==> config.mk <==
export PLATFORM = sky130hd
export DESIGN_NAME = imem_boot_arbiter_flat
export DESIGN_NICKNAME = d
export VERILOG_FILES = /design/src/rtl/imem_boot_arbiter_if.sv /design/src/rtl/imem_boot_arbiter.sv /design/src/flat_wrapper.sv
export SDC_FILE = /design/constraint.sdc
export NUM_CORES = 1
export LEC_CHECK = 0
export ABC_CLOCK_PERIOD_IN_PS = 2170
export BUFFER_PORTS_ARGS = -buffer_cell sky130_fd_sc_hd__buf_2
export CAP_MARGIN = 0
export CORE_MARGIN = 2
export CORE_UTILIZATION = 35
export CTS_BUF_LIST = sky130_fd_sc_hd__clkbuf_16
export CTS_CLUSTER_DIAMETER = 150
export DETAILED_ROUTE_END_ITERATION = 10
export PLACE_DENSITY = 0.83
export SLEW_MARGIN = 20
export SYNTH_ARGS = -nofsm -noshare
export SYNTH_HDL_FRONTEND = slang
export SYNTH_SLANG_ARGS = --single-unit
==> constraint.sdc <==
create_clock -name clk_i -period 2.17 [get_ports clk_i]
set_input_delay 0.3255 -clock clk_i [delete_from_list [all_inputs] [get_ports clk_i]]
set_output_delay 0.3255 -clock clk_i [all_outputs]
set_load 0.02 [all_outputs]
==> src/rtl/imem_boot_arbiter_if.sv <==
// -----------------------------------------------------------------------------
// imem_boot_arbiter_if
// Bundles the three buses that meet at the instruction-memory arbiter:
//   loader stream : ld_valid, ld_data, ld_last  -> ld_ready
//   IF fetch      : fetch_req, fetch_addr       -> fetch_gnt, fetch_rvalid,
//                                                  fetch_rdata, fetch_misalgn
//   IMEM port     : mem_addr, mem_wdata, mem_wen (to IMEM), mem_rdata (from IMEM)
// Modports:
//   slave  - the arbiter's view (serves loader and IF, drives the IMEM port)
//   master - the surroundings' view (loader, IF stage and IMEM instance)
// -----------------------------------------------------------------------------
interface imem_boot_arbiter_if #(
    parameter int ADDR_W = 16,
    parameter int DATA_W = 32
);
    logic              ld_valid;
    logic [DATA_W-1:0] ld_data;
    logic              ld_last;
    logic              ld_ready;

    logic              fetch_req;
    logic [ADDR_W-1:0] fetch_addr;
    logic              fetch_gnt;
    logic              fetch_rvalid;
    logic [DATA_W-1:0] fetch_rdata;
    logic              fetch_misalgn;

    logic [ADDR_W-1:0] mem_addr;
    logic [DATA_W-1:0] mem_wdata;
    logic              mem_wen;
    logic [DATA_W-1:0] mem_rdata;

    modport slave (
        input  ld_valid, ld_data, ld_last,
        output ld_ready,
        input  fetch_req, fetch_addr,
        output fetch_gnt, fetch_rvalid, fetch_rdata, fetch_misalgn,
        output mem_addr, mem_wdata, mem_wen,
        input  mem_rdata
    );

    modport master (
        output ld_valid, ld_data, ld_last,
        input  ld_ready,
        output fetch_req, fetch_addr,
        input  fetch_gnt, fetch_rvalid, fetch_rdata, fetch_misalgn,
        input  mem_addr, mem_wdata, mem_wen,
        output mem_rdata
    );
endinterface

==> src/rtl/imem_boot_arbiter.sv <==
// -----------------------------------------------------------------------------
// imem_boot_arbiter
// Owns the single-port IMEM. After reset it streams loader words into
// consecutive word addresses from BOOT_BASE while the CPU is stalled, then
// hands the port to the IF stage. A reload request in RUN drains one cycle and
// returns to BOOT. Overflowing MAX_WORDS without ld_last parks the block in ERR
// until reset.
// Ports:
//   clk_i          system clock (rising edge)
//   rst_i          synchronous active-high reset
//   reload_req_i   pulse in RUN: drain, then re-enter BOOT
//   ld_err_o       sticky image-overflow flag
//   word_count_o   words written since entering BOOT
//   boot_done_o    high while in RUN
//   cpu_stall_o    high in BOOT, DRAIN and ERR
//   bus            loader / fetch / IMEM signals (slave modport)
// -----------------------------------------------------------------------------
module imem_boot_arbiter #(
    parameter int                ADDR_W    = 16,
    parameter int                DATA_W    = 32,
    parameter logic [ADDR_W-1:0] BOOT_BASE = {ADDR_W{1'b0}},
    parameter int                MAX_WORDS = 16384
) (
    input  logic        clk_i,
    input  logic        rst_i,
    input  logic        reload_req_i,
    output logic        ld_err_o,
    output logic [14:0] word_count_o,
    output logic        boot_done_o,
    output logic        cpu_stall_o,
    imem_boot_arbiter_if.slave bus
);

    localparam logic [1:0]  ST_BOOT  = 2'd0;
    localparam logic [1:0]  ST_RUN   = 2'd1;
    localparam logic [1:0]  ST_DRAIN = 2'd2;
    localparam logic [1:0]  ST_ERR   = 2'd3;
    localparam logic [14:0] MAX_WC   = 15'(MAX_WORDS);

    logic [1:0]        state_q, state_d;
    logic [14:0]       word_count_q, word_count_d;
    logic              ld_err_q, ld_err_d;
    logic              fetch_rvalid_q;
    logic              fetch_misalgn_q;

    logic              ld_ready_s;
    logic              fetch_gnt_s;
    logic              beat_s;
    logic [ADDR_W-1:0] load_addr_s;
    logic [ADDR_W-1:0] mem_addr_s;

    // Load address wraps modulo 2^ADDR_W by truncation to the port width.
    assign load_addr_s = BOOT_BASE + ADDR_W'({word_count_q, 2'b00});

    // Per-state handshakes and IMEM address select; reset forces all grants low.
    always_comb begin
        ld_ready_s  = 1'b0;
        fetch_gnt_s = 1'b0;
        mem_addr_s  = load_addr_s;
        case (state_q)
            ST_BOOT: begin
                ld_ready_s = (word_count_q < MAX_WC);
                mem_addr_s = load_addr_s;
            end
            ST_RUN: begin
                fetch_gnt_s = bus.fetch_req & ~reload_req_i;
                mem_addr_s  = bus.fetch_addr;
            end
            ST_DRAIN: mem_addr_s = bus.fetch_addr;
            ST_ERR:   mem_addr_s = load_addr_s;
            default:  mem_addr_s = load_addr_s;
        endcase
        if (rst_i) begin
            ld_ready_s  = 1'b0;
            fetch_gnt_s = 1'b0;
        end else begin
            ld_ready_s  = ld_ready_s;
            fetch_gnt_s = fetch_gnt_s;
        end
        beat_s = bus.ld_valid & ld_ready_s;
    end

    // Next-state, word counter and sticky error flag.
    always_comb begin
        state_d      = state_q;
        word_count_d = word_count_q;
        ld_err_d     = ld_err_q;
        case (state_q)
            ST_BOOT: begin
                if (beat_s) begin
                    word_count_d = word_count_q + 15'd1;
                    // ld_last wins over overflow on the final free slot.
                    if (bus.ld_last) begin
                        state_d = ST_RUN;
                    end else if ((word_count_q + 15'd1) == MAX_WC) begin
                        state_d  = ST_ERR;
                        ld_err_d = 1'b1;
                    end else begin
                        state_d = ST_BOOT;
                    end
                end else begin
                    state_d = ST_BOOT;
                end
            end
            ST_RUN: begin
                if (reload_req_i) begin
                    state_d = ST_DRAIN;
                end else begin
                    state_d = ST_RUN;
                end
            end
            ST_DRAIN: begin
                state_d      = ST_BOOT;
                word_count_d = 15'd0;
            end
            ST_ERR: begin
                state_d  = ST_ERR;
                ld_err_d = 1'b1;
            end
            default: state_d = ST_BOOT;
        endcase
    end

    // State registers; the fetch response flags share the edge on which IMEM samples the address.
    always_ff @(posedge clk_i) begin
        if (rst_i) begin
            state_q         <= ST_BOOT;
            word_count_q    <= 15'd0;
            ld_err_q        <= 1'b0;
            fetch_rvalid_q  <= 1'b0;
            fetch_misalgn_q <= 1'b0;
        end else begin
            state_q         <= state_d;
            word_count_q    <= word_count_d;
            ld_err_q        <= ld_err_d;
            fetch_rvalid_q  <= fetch_gnt_s;
            fetch_misalgn_q <= fetch_gnt_s & (|bus.fetch_addr[1:0]);
        end
    end

    assign bus.ld_ready      = ld_ready_s;
    assign bus.fetch_gnt     = fetch_gnt_s;
    assign bus.fetch_rvalid  = fetch_rvalid_q;
    assign bus.fetch_misalgn = fetch_misalgn_q;
    // IMEM ignores addr[1:0], so a misaligned fetch returns the aligned word.
    assign bus.fetch_rdata   = bus.mem_rdata;
    assign bus.mem_addr      = mem_addr_s;
    assign bus.mem_wdata     = bus.ld_data;
    assign bus.mem_wen       = beat_s;

    assign ld_err_o     = ld_err_q;
    assign word_count_o = word_count_q;
    assign boot_done_o  = (state_q == ST_RUN);
    assign cpu_stall_o  = ~boot_done_o;

endmodule

==> src/flat_wrapper.sv <==
// flat-port wrapper written by rule: the top's interface ports become plain ports
module imem_boot_arbiter_flat 
#(
    parameter int                ADDR_W    = 16,
    parameter int                DATA_W    = 32,
    parameter logic [ADDR_W-1:0] BOOT_BASE = {ADDR_W{1'b0}},
    parameter int                MAX_WORDS = 16384
)
  (clk_i, rst_i, reload_req_i, ld_err_o, word_count_o, boot_done_o, cpu_stall_o, bus_ld_valid, bus_ld_data, bus_ld_last, bus_ld_ready, bus_fetch_req, bus_fetch_addr, bus_fetch_gnt, bus_fetch_rvalid, bus_fetch_rdata, bus_fetch_misalgn, bus_mem_addr, bus_mem_wdata, bus_mem_wen, bus_mem_rdata);
  imem_boot_arbiter_if #(.ADDR_W(ADDR_W), .DATA_W(DATA_W)) bus_i ();
  input  logic clk_i;
  input  logic rst_i;
  input  logic reload_req_i;
  output logic ld_err_o;
  output logic [14:0] word_count_o;
  output logic boot_done_o;
  output logic cpu_stall_o;
  input wire logic [$bits(bus_i.ld_valid)-1:0] bus_ld_valid;
  input wire logic [$bits(bus_i.ld_data)-1:0] bus_ld_data;
  input wire logic [$bits(bus_i.ld_last)-1:0] bus_ld_last;
  output wire logic [$bits(bus_i.ld_ready)-1:0] bus_ld_ready;
  input wire logic [$bits(bus_i.fetch_req)-1:0] bus_fetch_req;
  input wire logic [$bits(bus_i.fetch_addr)-1:0] bus_fetch_addr;
  output wire logic [$bits(bus_i.fetch_gnt)-1:0] bus_fetch_gnt;
  output wire logic [$bits(bus_i.fetch_rvalid)-1:0] bus_fetch_rvalid;
  output wire logic [$bits(bus_i.fetch_rdata)-1:0] bus_fetch_rdata;
  output wire logic [$bits(bus_i.fetch_misalgn)-1:0] bus_fetch_misalgn;
  output wire logic [$bits(bus_i.mem_addr)-1:0] bus_mem_addr;
  output wire logic [$bits(bus_i.mem_wdata)-1:0] bus_mem_wdata;
  output wire logic [$bits(bus_i.mem_wen)-1:0] bus_mem_wen;
  input wire logic [$bits(bus_i.mem_rdata)-1:0] bus_mem_rdata;
  assign bus_i.ld_valid = bus_ld_valid;
  assign bus_i.ld_data = bus_ld_data;
  assign bus_i.ld_last = bus_ld_last;
  assign bus_ld_ready = bus_i.ld_ready;
  assign bus_i.fetch_req = bus_fetch_req;
  assign bus_i.fetch_addr = bus_fetch_addr;
  assign bus_fetch_gnt = bus_i.fetch_gnt;
  assign bus_fetch_rvalid = bus_i.fetch_rvalid;
  assign bus_fetch_rdata = bus_i.fetch_rdata;
  assign bus_fetch_misalgn = bus_i.fetch_misalgn;
  assign bus_mem_addr = bus_i.mem_addr;
  assign bus_mem_wdata = bus_i.mem_wdata;
  assign bus_mem_wen = bus_i.mem_wen;
  assign bus_i.mem_rdata = bus_mem_rdata;
  imem_boot_arbiter #(.ADDR_W(ADDR_W), .DATA_W(DATA_W), .BOOT_BASE(BOOT_BASE), .MAX_WORDS(MAX_WORDS)) u_core (.clk_i(clk_i), .rst_i(rst_i), .reload_req_i(reload_req_i), .ld_err_o(ld_err_o), .word_count_o(word_count_o), .boot_done_o(boot_done_o), .cpu_stall_o(cpu_stall_o), .bus(bus_i));
endmodule
==> reports/results.txt, run 1 <==
post-synth top area share -> 27.9%
Core ar. -> 4820 um^2
PD cells -> 568 nW/um^2
pin count of the biggest net entering global routing -> 18
reg2reg setup slack -> 210 ps
fin. max-slew vios -> 0
cell depth of the worst setup path -> 5
# IOs -> 189
H-tree depth -> 1
global-route wire length before repair -> 6210 um
setup bufs post-CTS -> 0
GR Util All Layers -> 14.1%
Setup crit start -> u_core.state_q[1]
RR Startpoint -> u_core.state_q[1]
Mean Syn Cell Area -> 7.83 um^2
setup tns final -> 0 ps
Inserted Clock Buffers -> 3
CTS Hold Bufs -> 0
Period minus WS final -> 2010 ps
status -> completed
# rows -> 25
multi-input logic area -> 821 um^2
routed vias -> 1485
fmax -> 499 MHz
critical path type -> register to output pin
share of post-route cells with drive strength above 1 -> 40.1%
I/O Buffers -> 60
starting density of the core -> 36.9%
crit path buf inv count -> 3
Rel. slew slack -> 74.7%
Congestion Overflow GR -> 0
Netlist cell types -> 38
sequential area share after synthesis -> 22.5%
Layout Nets -> 320
Yosys top cell by area -> buf_4
Largest delay share family, worst path -> buffers and inverters
crit-path max FO -> 11
Arr. time, crit path -> 1680 ps
Worst path max stage delay -> 360 ps
Max VDD drop -> 0.242 mV
P_leak -> 0.847 nW
final setup violation count -> 0
Max Buffers Root-to-Sink -> 2
initial antenna violation count -> 0
total wire length -> 3980 um
Worst Reg-to-Reg Cells -> 7
Vias/cell -> 5.05
drc violations -> 0
Syn Inst Count -> 227
Worst Setup EP -> bus_mem_addr[14]
crit path cell chain -> inv_1 -> ha_1 -> buf_4 -> mux2_2 -> buf_2
RSZ-0062 raised after global routing -> false
wire per inst -> 13.5 um
Util after Layout -> 37.6%
Final Cycle Share -> 92.4%
TritonCTS clock tree -> built
Worst-path clk slew -> 60 ps
Most used DFF post-synth -> dfxtp_1
EDFF count, synth -> 0
Tot Pwr -> 1.03 mW
number of global-route vias before repair -> 1344
post-DP HPWL -> 3020 um
Worst Tran Pin Value -> 375 ps
CTS root buffer -> clkbuf_16
crit start category -> register
DIE WIDTH -> 75.3 um
Ant. Diodes -> 0
syn nets -> 319
Routed Antenna Nets -> 0
clock latency on the worst-skew pair -> 260 ps
most frequent cell after synthesis -> buf_4
GP Congestion -> 0.901
drt pass-1 iters -> 4
clock sink count -> 20
max_cap viols -> 0
post-cts sizing count -> 0
CP Capture Type -> output pin
FF-to-FF End -> u_core.word_count_o[9]
synthesized flop and latch total -> 20
synth cell count leaders -> buf_4, dfxtp_1, a21oi_1
CP max stage cell -> dfxtp_1
die area -> 5660 um^2
register area -> 400 um^2
FILL cells -> 526
hold_ws -> 283 ps
DR iter-0 viols -> 94
Die Span Y -> 75.3 um
Synthesis Warnings -> 0
Async SR Flop Fraction -> 0%
clock skew -> 3.25 ps
final hold violations -> 0
Synth Cell Area -> 1780 um^2
Area Growth Syn to Fin -> 1.97%
Area contributors post-synth -> buf_4, dfxtp_1, mux2_2
dpl cell area -> 1710 um^2
Worst Hold Class -> input port to register
worst path required time -> 1840 ps
fin area -> 1810 um^2
-- worst min path at each step --
stage / from / endpoint / slack (ps) / cells past startpoint
global placement: u_core.ld_err_o / u_core.ld_err_o / 470 / 1
CTS: bus_fetch_addr[0] / u_core.bus.fetch_misalgn / 290 / 2
finish: bus_fetch_addr[0] / u_core.bus.fetch_misalgn / 280 / 2
floorplan: bus_fetch_addr[0] / u_core.bus.fetch_misalgn / 440 / 1
detailed placement: u_core.ld_err_o / u_core.ld_err_o / 490 / 1
global route: bus_fetch_addr[0] / u_core.bus.fetch_misalgn / 300 / 2
-- logic make-up (layout without fill, tap and decap cells) --
kind of cell | after synthesis | after routing | share of synthesized area [%]
adder cells (fa/ha/maj) | 6 | 6 | 4.23
AND/OR/NAND/NOR | 63 | 63 | 19.5
XOR/XNOR | 1 | 1 | 0.493
AO/OA/AOI/OAI | 44 | 44 | 14.4
buffers and inverters | 81 | 81 | 31.3
multiplexers | 12 | 12 | 7.61
flip-flops | 20 | 20 | 22.5
-- layout by cell type, fill, tap and decap left out, drive strengths merged --
cell type | netlist | routed
a211o | 1 | 1
a211oi | 1 | 1
a21o | 2 | 2
a21oi | 19 | 19
a22oi | 1 | 1
a31oi | 2 | 2
and2 | 2 | 2
and3 | 4 | 4
and4bb | 1 | 1
buf | 69 | 70
bufinv | 0 | 1
clkbuf | 5 | 3
dfxtp | 20 | 20
ha | 6 | 6
inv | 7 | 7
mux2 | 12 | 12
nand2 | 9 | 9
nand2b | 1 | 1
nand3 | 6 | 6
nand3b | 4 | 4
nand4 | 2 | 2
nand4b | 2 | 2
nor2 | 17 | 17
nor2b | 2 | 2
nor3 | 4 | 4
nor4 | 5 | 5
o21a | 3 | 3
o21ai | 12 | 12
o311a | 1 | 1
o31a | 1 | 1
o31ai | 1 | 1
or3 | 2 | 2
or4 | 2 | 2
xnor2 | 1 | 1
-- report_power, final --
part	internal (mW)	total [mW]	switching [mW]	leakage (nW)
Clock	0.366	0.509	0.143	0.0511
Combinational	0.0618	0.146	0.0844	0.635
Sequential	0.371	0.373	0.00205	0.161
Total	0.799	1.03	0.229	0.847
-- routing by layer --
layer  up-vias  track usage, %  wire length [um]  share of wire, %
met5         -               0                 0                 0
met4         0            9.36               116               2.9
met3        23            2.95               367               9.2
met2        81            23.0              1890                47
met1       663            16.7              1610                40
li1        718               -                 -                 -
-- area by class of cell --
type	instances	area share [%]
multi-input cells	126	45.3
inverters	7	1.45
flip-flops and latches	20	22.1
clock buffers	3	4.14
well taps	67	4.63
clock inverters	1	1.66
repair buffers	70	20.7
-- stage by stage --
step / std cells / setup slack [ps]
after CTS: 294 / 136
after floorplan: 227 / 86.1
after global routing: 294 / 12.9
after detailed placement: 290 / 234
final: 294 / 165
after global placement: 290 / 323
-- flip-flops by register name, indices dropped and copies added, names as in the netlist --
name                      flops
u_core.word_count_o          15
u_core.state_q                2
u_core.bus.fetch_misalgn      1
u_core.bus.fetch_rvalid       1
u_core.ld_err_o               1
(Power assumes the default switching activity.)
==> run 2: changes to the inputs <==
--- a/config.mk
+++ b/config.mk
@@ -5,16 +5,16 @@
 export SDC_FILE = /design/constraint.sdc
 export NUM_CORES = 1
 export LEC_CHECK = 0
+export ABC_AREA = 1
 export ABC_CLOCK_PERIOD_IN_PS = 2170
 export BUFFER_PORTS_ARGS = -buffer_cell sky130_fd_sc_hd__buf_2
 export CAP_MARGIN = 0
 export CORE_MARGIN = 2
-export CORE_UTILIZATION = 35
+export CORE_UTILIZATION = 37
 export CTS_BUF_LIST = sky130_fd_sc_hd__clkbuf_16
 export CTS_CLUSTER_DIAMETER = 150
 export DETAILED_ROUTE_END_ITERATION = 10
-export PLACE_DENSITY = 0.83
-export SLEW_MARGIN = 20
+export PLACE_DENSITY = 0.85
 export SYNTH_ARGS = -nofsm -noshare
 export SYNTH_HDL_FRONTEND = slang
 export SYNTH_SLANG_ARGS = --single-unit
==> run 2 against run 1 <==
Via count rose by 8.0%; hold slack improved by 0.94 ps; total power fell by 13%; critical endpoint is now bus_mem_addr[12]; clock skew rose by 3.2 ps; fmax fell by 1.9%; clock power fell by 25%; routed wire length rose by 4.8%; die area rose by 1.2%; count of clock-buffer cells in the layout did not move.
==> reports/results.txt, run 2 <==
Max VDD drop -> 0.225 mV
routed vias -> 1604
CTS Hold Bufs -> 0
Netlist cell types -> 27
synthesized flop and latch total -> 20
Worst Hold Class -> input port to register
fraction of the mapped netlist area in compound gates -> 8.74%
drc violations -> 0
crit-path max FO -> 17
TritonCTS clock tree -> built
Synth Cell Area -> 1900 um^2
final hold violations -> 0
CP max stage cell -> dfxtp_1
synth cell count leaders -> nand2_1, buf_4, inv_1
drt pass-1 iters -> 4
EDFF count, synth -> 0
Inserted Clock Buffers -> 3
initial antenna violation count -> 0
Worst Tran Pin Value -> 416 ps
worst path required time -> 1840 ps
max_cap viols -> 0
commonest cells after routing, fill and taps aside -> nand2_1, buf_2, inv_1, dfxtp_1, a21oi_1
xor/xnor cell area share of the yosys netlist -> 2.76%
Worst-path clk slew -> 60 ps
Async SR Flop Fraction -> 0%
GR Util All Layers -> 14.7%
Tot Pwr -> 0.898 mW
Vias/cell -> 4.60
H-tree depth -> 1
Routed Antenna Nets -> 0
PD cells -> 478 nW/um^2
clock latency on the worst-skew pair -> 260 ps
Area contributors post-synth -> buf_4, dfxtp_1, nand2_1
CTS root buffer -> clkbuf_16
Area Growth Syn to Fin -> -1.31%
Arr. time, crit path -> 1720 ps
pin count of the biggest net entering global routing -> 18
setup tns final -> 0 ps
most frequent cell after synthesis -> nand2_1
Cells on Worst Hold Path -> 2
crit start category -> register
Worst Reg-to-Reg Cells -> 11
Synth Area in Simple Gates -> 27.9%
post-DP HPWL -> 3280 um
P_leak -> 0.886 nW
global-route wire length before repair -> 6600 um
Final Cycle Share -> 94.2%
Mean Syn Cell Area -> 6.75 um^2
post-cts sizing count -> 0
Congestion Overflow GR -> 0
# rows -> 26
Core ar. -> 5040 um^2
post-synth top area share -> 25.2%
multiplexer area fraction after synthesis -> 2.37%
share of post-route cells with drive strength above 1 -> 33.0%
Die Span Y -> 75.7 um
crit path cell chain -> inv_1 -> ha_1 -> buf_4 -> mux2_2 -> buf_2
die area -> 5730 um^2
Ant. Diodes -> 0
Layout Nets -> 372
clock skew -> 6.49 ps
total wire length -> 4170 um
largest family of logic cells by synthesized area -> buffers and inverters
number of global-route vias before repair -> 1525
fin. max-slew vios -> 0
GP Congestion -> 0.854
wire per inst -> 11.9 um
DR iter-0 viols -> 77
Period minus WS final -> 2040 ps
status -> completed
Post-Synth Adder-Cell Area -> 3.94%
RSZ-0062 raised after global routing -> false
Rel. slew slack -> 72.3%
# IOs -> 189
Most used DFF post-synth -> dfxtp_1
commonest non-fill, non-tap cell in the layout -> nand2_1
I/O Buffers -> 60
starting density of the core -> 37.7%
sequential area share after synthesis -> 21.0%
syn nets -> 374
fmax -> 489 MHz
CP Capture Type -> output pin
Worst path max stage delay -> 360 ps
number of flip-flops in the largest register -> 15
Yosys top cell by area -> buf_4
Syn Inst Count -> 282
critical path type -> register to output pin
Synthesis Warnings -> 0
FILL cells -> 538
final setup violation count -> 0
clock sink count -> 20
Max Buffers Root-to-Sink -> 2
setup bufs post-CTS -> 0
DIE WIDTH -> 75.7 um
==> run 2: cell count changes in the layout (fill, tap and decap cells not counted), moves of 5 or more <==
cell,previous run,this run
buf_4,10,4
mux2_2,12,4
xor2_1,0,6
nor2_1,17,11
inv_1,7,26
nor4_1,5,0
nand2_1,9,73
==> run 2: path summary, 6_finish.rpt <==
check,start,endpoint,slack (ps)
max,u_core.state_q[0],bus_mem_addr[12],130
min,bus_fetch_addr[0],u_core.bus.fetch_misalgn,280
max reg2reg,u_core.word_count_o[1],u_core.ld_err_o,490
min reg2reg,u_core.ld_err_o,u_core.ld_err_o,470
==> run 2: cell families (layout without fill, tap and decap cells) <==
kind of cell / count (synthesis) / count (layout)
AOI/OAI and AO/OA: 32 / 32
xor gates and xnor gates: 6 / 6
adders and majority gates: 6 / 6
buffers and inverters: 100 / 97
DFF: 20 / 20
muxes: 4 / 4
and+or+nand+nor: 114 / 114
==> run 2: final cells by class <==
type                       instances  area [um^2]  area share, %
clock buffer                       3         75.1           4.00
clock inverter                     1         3.75          0.200
inverter                          29          110           5.86
multi-input combinational        162          871           46.4
sequential                        20          400           21.3
tap                               70         87.6           4.66
timing repair buffer              64          330           17.6
==> run 2: routing by layer <==
| layer | wire length, um | track usage [%] | vias to the layer above |
|---|---|---|---|
| li1 | - | - | 809 |
| met1 | 1640 | 16.6 | 706 |
| met2 | 2050 | 25.8 | 70 |
| met3 | 373 | 3.70 | 19 |
| met4 | 104 | 7.41 | 0 |
| met5 | 0 | 0 | - |
==> run 2: stage by stage <==
step	utilization [%]	hold WS (ps)	cells	worst slack (ps)	cell area [um^2]
floorplan	-	436	282	309	1900
global placement	35.7	461	345	454	1800
detailed placement	35.7	454	345	408	1800
CTS	37.2	288	349	130	1880
global route	37.2	305	349	56.4	1880
finish	37.2	284	349	126	1880
==> run 2: power breakdown <==
group	internal, mW	switching, mW	leakage (nW)
registers	0.372	0.00536	0.161
logic	0.0501	0.0862	0.686
clock network	0.246	0.139	0.0385
total	0.668	0.230	0.886
==> run 2: worst max-delay path: cells and delay by family, from the launching register on <==
kind,cells,cell delay (ps)
DFF,1,360
buffers and inverters,3,460
adders and majority gates,1,300
muxes,1,350
